$ cat src/rtl/bit_serial_multiplier.sv
// Unsigned shift-add multiplier: parallel multiplicand, serial LSB-first multiplier bits.
// Raises done with the full-width product once every multiplier bit has been accumulated.
module bit_serial_multiplier #(
  parameter int MULTIPLICAND_WIDTH = 16,
  parameter int MULTIPLIER_WIDTH   = 16
) (
  input  logic                                       clk,
  input  logic                                       rst,
  input  logic                                       start,
  input  logic [MULTIPLICAND_WIDTH-1:0]              multiplicand,
  input  logic [MULTIPLIER_WIDTH-1:0]                multiplier,
  input  logic                                       multiplier_serial_bit_in,
  output logic [MULTIPLICAND_WIDTH+MULTIPLIER_WIDTH-1:0] product,
  output logic                                       done,
  output logic [1:0]                                 state_dbg
);

  localparam int PW = MULTIPLICAND_WIDTH + MULTIPLIER_WIDTH;
  localparam int CW = $clog2(MULTIPLIER_WIDTH) + 1;

  typedef enum logic [1:0] {
    IDLE = 2'd0,
    BUSY = 2'd1,
    DONE = 2'd2
  } state_t;

  state_t                        state_q, state_d;
  logic [CW-1:0]                 cnt_q, cnt_d;
  logic [MULTIPLICAND_WIDTH-1:0] m_q, m_d;
  logic [PW-1:0]                 product_q, product_d;
  logic                          done_q, done_d;
  logic                          last_bit;
  logic [PW-1:0]                 addend;

  // The parallel multiplier copy exists only so a bench can see the operand.
  logic unused_multiplier;
  assign unused_multiplier = ^multiplier;

  assign last_bit = (cnt_q == CW'(MULTIPLIER_WIDTH - 1));
  assign addend   = multiplier_serial_bit_in ? (PW'(m_q) << cnt_q) : '0;

  always_ff @(posedge clk or negedge rst) begin
    if (!rst) begin
      state_q <= IDLE;
    end else begin
      state_q <= state_d;
    end
  end

  // Start wins in every state, so a start during BUSY aborts and restarts.
  always_comb begin
    state_d = state_q;
    if (start) begin
      state_d = (MULTIPLIER_WIDTH == 1) ? DONE : BUSY;
    end else begin
      case (state_q)
        BUSY:    state_d = last_bit ? DONE : BUSY;
        IDLE:    state_d = IDLE;
        DONE:    state_d = DONE;
        default: state_d = IDLE;
      endcase
    end
  end

  always_comb begin
    cnt_d     = cnt_q;
    m_d       = m_q;
    product_d = product_q;
    done_d    = done_q;
    if (start) begin
      m_d       = multiplicand;
      product_d = multiplier_serial_bit_in ? PW'(multiplicand) : '0;
      cnt_d     = CW'(1);
      done_d    = (MULTIPLIER_WIDTH == 1);
    end else if (state_q == BUSY) begin
      product_d = product_q + addend;
      cnt_d     = cnt_q + CW'(1);
      if (last_bit) begin
        done_d = 1'b1;
      end
    end
  end

  always_ff @(posedge clk or negedge rst) begin
    if (!rst) begin
      cnt_q     <= '0;
      m_q       <= '0;
      product_q <= '0;
      done_q    <= 1'b0;
    end else begin
      cnt_q     <= cnt_d;
      m_q       <= m_d;
      product_q <= product_d;
      done_q    <= done_d;
    end
  end

  assign product   = product_q;
  assign done      = done_q;
  assign state_dbg = state_q;

endmodule

$ cat config.mk
export PLATFORM = sky130hd
export DESIGN_NAME = bit_serial_multiplier
export DESIGN_NICKNAME = d
export VERILOG_FILES = /design/src/rtl/bit_serial_multiplier.sv
export SDC_FILE = /design/constraint.sdc
export NUM_CORES = 1
export LEC_CHECK = 0
export ABC_AREA = 0
export BUFFER_PORTS_ARGS = -buffer_cell sky130_fd_sc_hd__buf_2
export CAP_MARGIN = 20
export CORE_UTILIZATION = 45
export CTS_BUF_LIST = sky130_fd_sc_hd__clkbuf_8
export DETAILED_ROUTE_END_ITERATION = 10
export GPL_ROUTABILITY_DRIVEN = 0
export PLACE_DENSITY = 0.69
export SLEW_MARGIN = 20
export SYNTH_ARGS = -nofsm -noshare
export SYNTH_HDL_FRONTEND = slang
export SYNTH_SLANG_ARGS = --single-unit
$ cat constraint.sdc
create_clock -name clk -period 9.32 [get_ports clk]
set_clock_uncertainty 0.1 [all_clocks]
set_input_delay 0.466 -clock clk [delete_from_list [all_inputs] [get_ports clk]]
set_output_delay 0.466 -clock clk [all_outputs]
set_load 0.02 [all_outputs]
==> results.md <==
- Walking the worst path, the cells encountered are mux4_1, mux2_2, o21ai_0, nor2_1, ha_1, nand4_1, a2111oi_0, nand2_1, a21oi_1, nor2_1, or4_1, nand3_1.
- TritonCTS built the clock tree.
- The final critical path takes up between 50% and 60% of the cycle.
- After global routing, the most crowded layer is met2.
- Entering global routing, the biggest net connects 57 pins.
- STA puts the critical path data required time at around 9.5 ns.
- Port buffering added between 50 and 60 buffers.
- The worst slew margin relative to its limit is 33.4%.
- After legalization and detailed placement, the total HPWL measured ~11 mm.
- The most common cell in the synthesized netlist is nand2_1.
- The worst setup path is captured at a flop.
- After clock tree synthesis, the clock-pin slew on the worst setup and hold paths is between 0.1 and 0.15 ns.
- The distinct cell type count of the synthesized netlist is 59.
- The per-cell routed wire length is 18.1 um.
- Buffers inserted during clock tree synthesis total 5.
- The tightest hold path in the finished design has a slack of ~0.15 ns.
- The die extent in x is 109 um.
- After detailed routing, the number of vias per cell comes to 6.14.
- The number of endpoints failing setup at the final stage is 0.
- Summed over all failing endpoints, the final setup total negative slack is 0 ns.
- The number of flops mapped to enable cells by yosys is 0.
- The number of global-route vias before repair is approximately 4700.
- The startpoint kind of the worst setup timing path is a flop.
- The end-of-flow core utilization is a little over 50%.
- The H-tree was split into 2 levels.
- In the synthesized netlist, the number of instances is 621.
- The number of nets in the layout is a little over 700.
- The met1 track utilization from global routing is between 30% and 40%.
- The number of violations of the max-capacitance limit is 0.
- The power density of the placed cells is roughly 180 nW/um^2.
- Clock latency on the worst-skew pair, taken at its later pin, is roughly 0.34 ns.
- The maximum ir drop on the vdd rail is about 0.12 mV.
- For this run, asynchronously set or reset flops after synthesis account for between 90% and 100%.
- The count of vias placed by the detailed router is 4824.
- The count of nets left with antenna violations once routing finished came out at 0.
- The overall die area is ~12000 um^2.
- Counting buffers and inverters, the worst setup path is 12 cells deep.
- The number of antenna violations at the first check in global routing is 0.
- The peak clock frequency supported by timing is between 200 and 250 MHz.
- The iteration count of the initial detailed-routing pass is 6.
- The fraction of met3 tracks used by global routing is 4.90%.
- Setup repair after global routing left no endpoint under its margin.
- The transition time at the pin with the least slew margin is around 1 ns.
- The run finished with clean final reports.
- After synthesis, the cell types taking the most area are dfrtp_1 27%, ha_1 8.5%, nand2_1 5.7%, mux2i_1 5.2%, mux2_2 5.0%.
- The Yosys warning count is 0.
- The global-route wire length before repair is around 23 mm.
- The TritonCTS sink count is 56.
- In this run the core area contains 38 standard-cell rows.
- dfrtp_1 takes more of the synthesized area than any other cell.
- The number of gates given a new drive strength after cts is 0.
- The post-synthesis cell area is 5160 um^2.
- The met2 global-route usage is about 42%.
- The post-cts hold buffer count is 0.
- The number of buffers between clock root and the deepest sink is 2.
- The cell area after layout is 5560 um^2.
- The count of final hold-check violations came to 0.
- The depth of the worst register-to-register path is 12.
- The number of max-slew violations in the final report is 0.
- The biggest fanout along the worst timing path is 23.
- 0 antenna diodes ended up in the layout.
- The most used flip-flop cell after synthesis is dfrtp_1.
- The area inside the core boundary is ~11000 um^2.
- The area share of the largest cell type after synthesis is 27.2%.
- The top-level I/O count is roughly 70.
- Counting every net in the synthesized netlist gives around 690.
- Among the stages of the critical path, the cell type that occurs most often is nor2_1.
- The synthesized design contains 56 register bits.
- On the worst path, the slowest cell contributes a delay of 1.01 ns.
- In this design, the largest share of critical-path delay is due to compound AO/OA/AOI/OAI gates.
- At the worst endpoint, the arrival time is around 5 ns.
- The filler cell count is about 1100.
- The post-route netlist has ~16% of its cells at a drive strength greater than 1.
- The leftover overflow at the end of global routing is 0.
- In the global route stage, overall resource usage came out at between 20 and 30%.
- The number of post-CTS setup repair buffers is 0.
- Counting instances in the post-synthesis netlist gives the leading cell types as 78 x nand2_1, 56 x dfrtp_1, 55 x nor2_1, 48 x a21oi_1, 47 x o21ai_0.
- The sum of routed wire length over all layers is ~14 mm.
- After layout, the design draws a total of 1.02 mW.
- In this run the worst hold path is classified as primary input to async pin.
- The register area share after synthesis is a little over a quarter.
- The critical path class is flop to flop.
- Once the floorplan was initialized, standard cells occupied between 40% and 50% of the core.
- On the critical path, the stage with the largest delay is an instance of dfrtp_1.
- The post-route DRC violation count is 0.
- Compared with the post-synthesis result, the final layout area differs by 7.74%.
- The y dimension of the die is around 110 um.
- After the first detailed-routing iteration, the DRC count stood at around 350.
- The mean cell area of the mapped netlist is about 8.3 um^2.
- The cell area after placement is around 5500 um^2.
- In this run the clock root is driven by a clkbuf_8.
- The number of buffers and inverters on the critical path is 0.
- The static leakage power is about 2.6 nW.
- The clock period could shrink to 4.96 ns.
==> worst reg2reg max path: cells and delay by family, from the launching register on <==
kind	cells	cell delay, ns
multiplexers	2	1.00
flip-flops	1	1.01
AND/OR/NAND/NOR	6	1.15
AO/OA/AOI/OAI	3	1.22
adder cells (fa/ha/maj)	1	0.42
==> final cells by class <==
cell class / count / area [um^2] / share of cell area (%)
repair buffers: 57 / 293 / 5.27
well taps: 140 / 175 / 3.15
clock buffers: 5 / 68.8 / 1.24
inverters: 12 / 45.0 / 0.811
clock inverters: 2 / 12.5 / 0.225
multi-input cells: 514 / 3560 / 64.1
flip-flops and latches: 56 / 1400 / 25.2
==> registers in the layout (all words and copies together) (netlist names) <==
register and flops:
product 32, m_q 16, cnt_q 5, state_dbg 2, done 1
==> layout by cell type (no fill, tap or decap), types with 11 or more instances in the layout <==
master   Yosys  routed
a21o_1      12      12
a21oi_1     48      48
buf_2        1      54
dfrtp_1     56      56
ha_1        35      34
mux2_2      23      23
mux2i_1     27      27
nand2_1     78      78
nand3_1     12      12
nand4_1     11      11
nor2_1      55      54
nor2b_1     12      12
nor3_1      12      12
o21ai_0     47      47
xnor2_1     14      14
==> metrics by stage <==
stage / instances / setup WS [ns]
floorplan: 621 / 5.56
global placement: 779 / 4.61
detailed placement: 779 / 4.55
CTS: 786 / 4.51
global route: 786 / 4.00
finish: 786 / 4.36
==> cell families after synthesis <==
kind of cell	share of synthesized area, %
AND/OR/NAND/NOR	20.7
AO/OA/AOI/OAI	20.6
multiplexers	15.0
flip-flops	27.2
buffers and inverters	3.88
adder cells (fa/ha/maj)	8.88
XOR/XNOR	3.74
==> report_power, final <==
| part | internal, mW | leakage, nW | total, mW | switching [mW] |
|---|---|---|---|---|
| Clock | 0.0512 | 0.0400 | 0.139 | 0.0878 |
| Combinational | 0.216 | 1.88 | 0.539 | 0.323 |
| Sequential | 0.286 | 0.710 | 0.341 | 0.0551 |
==> per-layer routing <==
metal	vias up	wire [um]
li1	2321	-
met1	2308	6540
met5	-	0
met2	174	6690
met4	0	247
met3	21	736
==> final timing paths <==
path / from / end / slack [ns]
min in group clk: multiplicand[0] / product[0] / 0.24
min: rst / product[18] / 0.15
max: cnt_q[0] / product[23] / 4.36
max reg2reg: cnt_q[0] / product[23] / 4.36
max in group asynchronous: rst / cnt_q[3] / 8.46
min reg2reg: done / done / 0.40
(Power assumes the default switching activity.)
